<file path="src/rtl/icache_fill_ctrl_pkg.sv">
// Shared types and constants for the instruction cache fill controller.
// Holds the FSM state encoding, byte count per instruction and bus types.
package icache_fill_ctrl_pkg;

    localparam int ICFC_ADDR_W    = 32;
    localparam int ICFC_INST_W    = 32;
    localparam int BYTES_PER_INST = 4;

    typedef logic [ICFC_ADDR_W-1:0] addr_t;
    typedef logic [ICFC_INST_W-1:0] inst_t;

    typedef enum logic [1:0] {
        ICFC_IDLE  = 2'd0,
        ICFC_FETCH = 2'd1,
        ICFC_RESP  = 2'd2
    } icfc_state_e;

endpackage

</file>
<file path="src/rtl/icache_fill_ctrl.sv">
// Instruction cache sequencer: answers IF hits from the Icache lookup and
// refills misses byte-by-byte over the shared memory port.
//
// Ports:
//   clk_in, rst_in (async, active-high), rdy_in (low = freeze), flush_in
//   if_req_valid/if_req_addr          : IF fetch request (held until pulse)
//   ic_hit/ic_hit_inst                : combinational Icache lookup result
//   ctrl_to_if_inst_valid/_inst       : registered one-cycle response to IF
//   ctrl_to_ic_fill_valid/_addr/_inst : registered one-cycle Icache write
//   mem_req_valid/mem_req_addr        : byte read request (decoded from state)
//   mem_grant, mem_din                : arbiter accept; byte one cycle later
module icache_fill_ctrl
    import icache_fill_ctrl_pkg::*;
#(
    parameter int ADDR_W = ICFC_ADDR_W,
    parameter int INST_W = ICFC_INST_W
) (
    input  logic              clk_in,
    input  logic              rst_in,
    input  logic              rdy_in,
    input  logic              flush_in,
    input  logic              if_req_valid,
    input  logic [ADDR_W-1:0] if_req_addr,
    input  logic              ic_hit,
    input  logic [INST_W-1:0] ic_hit_inst,
    output logic              ctrl_to_if_inst_valid,
    output logic [INST_W-1:0] ctrl_to_if_inst,
    output logic              ctrl_to_ic_fill_valid,
    output logic [ADDR_W-1:0] ctrl_to_ic_fill_addr,
    output logic [INST_W-1:0] ctrl_to_ic_fill_inst,
    output logic              mem_req_valid,
    output logic [ADDR_W-1:0] mem_req_addr,
    input  logic              mem_grant,
    input  logic [7:0]        mem_din
);

    localparam int               CNT_W    = 3;
    localparam logic [CNT_W-1:0] CNT_FULL = CNT_W'(BYTES_PER_INST);
    localparam logic [CNT_W-1:0] CNT_LAST = CNT_W'(BYTES_PER_INST - 1);
    localparam logic [ADDR_W-1:0] ALIGN_MASK = ~ADDR_W'(BYTES_PER_INST - 1);

    icfc_state_e state_q, state_d;

    logic [CNT_W-1:0]  issue_cnt_q, issue_cnt_d;
    logic [CNT_W-1:0]  rcv_cnt_q, rcv_cnt_d;
    logic              rcv_pend_q, rcv_pend_d;
    logic [ADDR_W-1:0] base_q, base_d;

    // Bytes 0..2 are stored; the last byte goes straight from mem_din
    // into the fill/response registers on the capture cycle.
    logic [BYTES_PER_INST-2:0][7:0] byte_q, byte_d;

    logic              inst_valid_q, inst_valid_d;
    logic [INST_W-1:0] inst_q, inst_d;
    logic              fill_valid_q, fill_valid_d;
    logic [ADDR_W-1:0] fill_addr_q, fill_addr_d;
    logic [INST_W-1:0] fill_inst_q, fill_inst_d;

    logic              req_fire;
    logic [INST_W-1:0] assembled;

    // No request is launched in a flush cycle: its byte would be dropped.
    assign mem_req_valid = rdy_in && !flush_in
                        && (state_q == ICFC_FETCH)
                        && (issue_cnt_q < CNT_FULL);
    assign mem_req_addr  = base_q + ADDR_W'(issue_cnt_q);
    assign req_fire      = mem_req_valid && mem_grant;
    assign assembled     = {mem_din, byte_q};

    assign ctrl_to_if_inst_valid = inst_valid_q;
    assign ctrl_to_if_inst       = inst_q;
    assign ctrl_to_ic_fill_valid = fill_valid_q;
    assign ctrl_to_ic_fill_addr  = fill_addr_q;
    assign ctrl_to_ic_fill_inst  = fill_inst_q;

    always_comb begin
        state_d      = state_q;
        issue_cnt_d  = issue_cnt_q;
        rcv_cnt_d    = rcv_cnt_q;
        rcv_pend_d   = rcv_pend_q;
        base_d       = base_q;
        byte_d       = byte_q;
        inst_valid_d = 1'b0;
        inst_d       = inst_q;
        fill_valid_d = 1'b0;
        fill_addr_d  = fill_addr_q;
        fill_inst_d  = fill_inst_q;

        if (flush_in) begin
            state_d     = ICFC_IDLE;
            issue_cnt_d = '0;
            rcv_cnt_d   = '0;
            rcv_pend_d  = 1'b0;
        end else if (rdy_in) begin
            unique case (state_q)
                ICFC_IDLE: begin
                    if (if_req_valid) begin
                        if (ic_hit) begin
                            inst_d       = ic_hit_inst;
                            inst_valid_d = 1'b1;
                            state_d      = ICFC_RESP;
                        end else begin
                            base_d      = if_req_addr & ALIGN_MASK;
                            issue_cnt_d = '0;
                            rcv_cnt_d   = '0;
                            rcv_pend_d  = 1'b0;
                            state_d     = ICFC_FETCH;
                        end
                    end
                end
                ICFC_FETCH: begin
                    rcv_pend_d = req_fire;
                    if (req_fire) begin
                        issue_cnt_d = issue_cnt_q + 1'b1;
                    end
                    if (rcv_pend_q) begin
                        rcv_cnt_d = rcv_cnt_q + 1'b1;
                        for (int i = 0; i < BYTES_PER_INST - 1; i++) begin
                            if (rcv_cnt_q == CNT_W'(i)) begin
                                byte_d[i] = mem_din;
                            end
                        end
                        if (rcv_cnt_q == CNT_LAST) begin
                            inst_d       = assembled;
                            inst_valid_d = 1'b1;
                            fill_inst_d  = assembled;
                            fill_addr_d  = base_q;
                            fill_valid_d = 1'b1;
                            state_d      = ICFC_RESP;
                        end
                    end
                end
                ICFC_RESP: begin
                    state_d = ICFC_IDLE;
                end
                default: begin
                    state_d = ICFC_IDLE;
                end
            endcase
        end
    end

    always_ff @(posedge clk_in or posedge rst_in) begin
        if (rst_in) begin
            state_q      <= ICFC_IDLE;
            issue_cnt_q  <= '0;
            rcv_cnt_q    <= '0;
            rcv_pend_q   <= 1'b0;
            base_q       <= '0;
            byte_q       <= '0;
            inst_valid_q <= 1'b0;
            inst_q       <= '0;
            fill_valid_q <= 1'b0;
            fill_addr_q  <= '0;
            fill_inst_q  <= '0;
        end else begin
            state_q      <= state_d;
            issue_cnt_q  <= issue_cnt_d;
            rcv_cnt_q    <= rcv_cnt_d;
            rcv_pend_q   <= rcv_pend_d;
            base_q       <= base_d;
            byte_q       <= byte_d;
            inst_valid_q <= inst_valid_d;
            inst_q       <= inst_d;
            fill_valid_q <= fill_valid_d;
            fill_addr_q  <= fill_addr_d;
            fill_inst_q  <= fill_inst_d;
        end
    end

endmodule
</file>
<file path="config.mk">
export PLATFORM = sky130hd
export DESIGN_NAME = icache_fill_ctrl
export DESIGN_NICKNAME = d
export VERILOG_FILES = /design/src/rtl/icache_fill_ctrl_pkg.sv /design/src/rtl/icache_fill_ctrl.sv
export SDC_FILE = /design/constraint.sdc
export NUM_CORES = 1
export LEC_CHECK = 0
export CAP_MARGIN = 20
export CORE_MARGIN = 2
export CORE_UTILIZATION = 40
export CTS_CLUSTER_SIZE = 14
export DETAILED_ROUTE_END_ITERATION = 8
export GPL_TIMING_DRIVEN = 0
export PLACE_DENSITY = 0.76
export RECOVER_POWER = 100
export SETUP_SLACK_MARGIN = 0.1
export SLEW_MARGIN = 20
export SYNTH_ARGS = -nofsm -noshare
export SYNTH_HDL_FRONTEND = slang
export SYNTH_SLANG_ARGS = --single-unit
</file>
<file path="constraint.sdc">
create_clock -name clk_in -period 7.2 [get_ports clk_in]
set_input_delay 1.44 -clock clk_in [delete_from_list [all_inputs] [get_ports clk_in]]
set_output_delay 1.44 -clock clk_in [all_outputs]
set_load 0.005 [all_outputs]
</file>
==> flow_summary.ini <==
[synth]
ys_warn_count = 0
synthFlopType = dfrtp_1
synth_seq_area_share_pct = 55.31
syn_area_per_cell_sq_um = 13.42
synth_edf_count = 0
synth.largest_area_cell = dfrtp_1
synth_top_area_share_pct = 55.31
synth_area_sq_um = 7193
ys_types = 39
async_flop_share_pct = 100.0
synthTopCellsByArea = dfrtp_1, mux2_2, mux2_4, mux2i_1, xnor2_1
ys_seq_elements = 159
synthCells = 536

[worst_setup_path]
end_kind = primary output
startpoint = rdy_in
critical_path_buf_inv_count = 2
crit_chain = dlygate4sd3_1 > and4bb_1 > and2_1 > dlygate4sd3_1
worst_setup_path_start_kind = primary input
max_stage_delay_ns = 0.68
cp.arrival_ns = 3.27
slowest_stage = dlygate4sd3_1
timing.critical_path.mode_cell = dlygate4sd3_1
crit_fanout = 7
crit_family = buffers and inverters
path_class = primary input to primary output
critPathRequiredTime_ns = 5.76
timing.rr.start = state_q[0]

[sta]
setup_viol = 0
setup_ws_ns = 2.491
finalHoldViolations = 0
max_slew_margin_pct = -117.0
worst_pin_slew_ns = 3.237
period_needed_ns = 4.709
rsz0062_at_grt = no
fmaxAchievable_mhz = 212.4
drv_slew = 71
min_period_over_period_pct = 65.40
skew_ns = 0.008283

[clock_tree]
clockRootBuffer = clkbuf_16
hold_buffers = 0
path_clk_slew_ns = 0.07
clock_path_buffers = 2
cts_resized = 0
cts.sinks = 159
postCtsSetupBuffers = 0
cts_buffers = 17
worstSkewPairLatency_ns = 0.42
cts_tree = yes
htree_levels = 4

[grt]
grt_max_degree = 90
grt_pass1_wl_mm = 30.94
antenna_found_initial = 0
grt_pass1_vias = 5638
grt_usage_pct = 20.44
overflow = 0

[placement]
gp_congestion = 0.8055
dpl_worst_slack_ns = 2.716
place_hpwl_mm = 13.70
port_buffers = 204

[finish]
final_common_cell = dfrtp_1
multi_input_area_sq_um = 2823
fin_nets = 848
drive_gt1_share_pct = 17.44
seqCellArea_sq_um = 3979
final_cell_mix = dfrtp_1, dlygate4sd3_1, mux2_2, clkdlybuf4s50_1, nor2_1
diodes = 0
fillCellCount = 1507
area_growth_pct = 37.85

[floorplanning]
die-area_sq_um = 19070
num_io_pins = 210
core_sq_um = 17780
start_util_pct = 40.46
die_width_um = 138.1
rows = 49
die_h_um = 138.1

[run]
drv_cap = 1

[power]
cellPowerDensity_nw_per_um2 = 238.7
peakVddDrop_uv = 161.6
leakagePower_uw = 0.004826
power_uw = 2367

[routing]
vias = 5178
drtPass1Iterations = 4
wirelength_mm = 18.99
routedWlPerCell_um = 18.94
drt_drc_violations_left = 0
postRouteAntennaNets = 0
via_per_inst = 5.163
drtIter0Drc = 204

[run_status]
run_status = finished with violations
violations = max-capacitance violations, max-slew violations

[min_path]
hold_start = ctrl_to_ic_fill_addr[6]
hp-class = flop to flop
[final timing paths]
| path | endpoint | slack [ns] | cells past startpoint |
|---|---|---|---|
| min in group asynchronous | ctrl_to_ic_fill_addr[26] | 2.41 | 2 |
| max in group asynchronous | ctrl_to_ic_fill_addr[7] | 3.33 | 2 |
| hold reg to reg | ctrl_to_ic_fill_addr[6] | 0.49 | 1 |
| setup / recovery | mem_req_valid | 2.49 | 4 |
| setup reg to reg | ctrl_to_ic_fill_inst[10] | 4.61 | 5 |
| hold / removal | ctrl_to_ic_fill_addr[6] | 0.49 | 1 |
[synth_stat cells, drive strengths merged (8+ instances only)]
| library cell | n |
|---|---|
| nand4 | 15 |
| mux2 | 117 |
| buf | 28 |
| and3 | 9 |
| xnor2 | 26 |
| nand3 | 12 |
| a21oi | 36 |
| nand2 | 11 |
| mux2i | 32 |
| ha | 8 |
| dfrtp | 159 |
| nor2 | 38 |
[report_power, final]
part / internal (uW) / switching [uW] / leakage [uW]
Clock: 501 / 380 / 0.000282
Combinational: 248 / 159 / 0.00247
Sequential: 985 / 93.5 / 0.00208
Total: 1730 / 633 / 0.00483
[state kept, by name (all words and copies together), names as in the netlist, 2 cells and up]
| register | cells |
|---|---|
| ctrl_to_ic_fill_inst | 32 |
| ctrl_to_if_inst | 32 |
| base_q | 30 |
| ctrl_to_ic_fill_addr | 30 |
| assembled | 24 |
| issue_cnt_q | 3 |
| rcv_cnt_q | 3 |
| state_q | 2 |
[routing by layer]
layer	global-route usage (%)	vias up	part of all wire (%)
li1	-	2343	-
met1	25.03	2599	41
met2	34.78	212	49
met3	5.888	24	7.7
met4	6.982	0	1.7
met5	0	-	0
[area by class of cell]
class / count / area share (%)
Multi-Input combinational cell: 340 / 28.47
Buffer: 33 / 1.590
Clock inverter: 13 / 1.287
Clock buffer: 19 / 4.568
Inverter: 5 / 0.2019
Timing Repair Buffer: 205 / 20.87
Tap cell: 229 / 2.890
Sequential cell: 159 / 40.13
[kinds of logic after synthesis]
group	share of synthesized area [%]
AND/OR/NAND/NOR	8.088
other	0.05213
flip-flops	55.31
XOR/XNOR	3.409
buffers and inverters	3.618
AO/OA/AOI/OAI	3.688
adder cells (fa/ha/maj)	1.392
multiplexers	24.44
[metrics by stage]
step | hold slack (ns) | util (%) | setup TNS, ns | std cells | area [sq um]
3_5_place_dp | 0.4875 | 53.77 | 0 | 971 | 9560
5_1_grt | 0.5201 | 55.77 | 0 | 1003 | 9916
3_3_place_gp | 0.4714 | 53.57 | -64.59 | 970 | 9525
2_1_floorplan | 0.4561 | - | 0 | 537 | 7197
4_1_cts | 0.5025 | 57.04 | 0 | 1003 | 10140
6_report | 0.4944 | 55.77 | 0 | 1003 | 9916
Power figures use the tool's default switching activity.
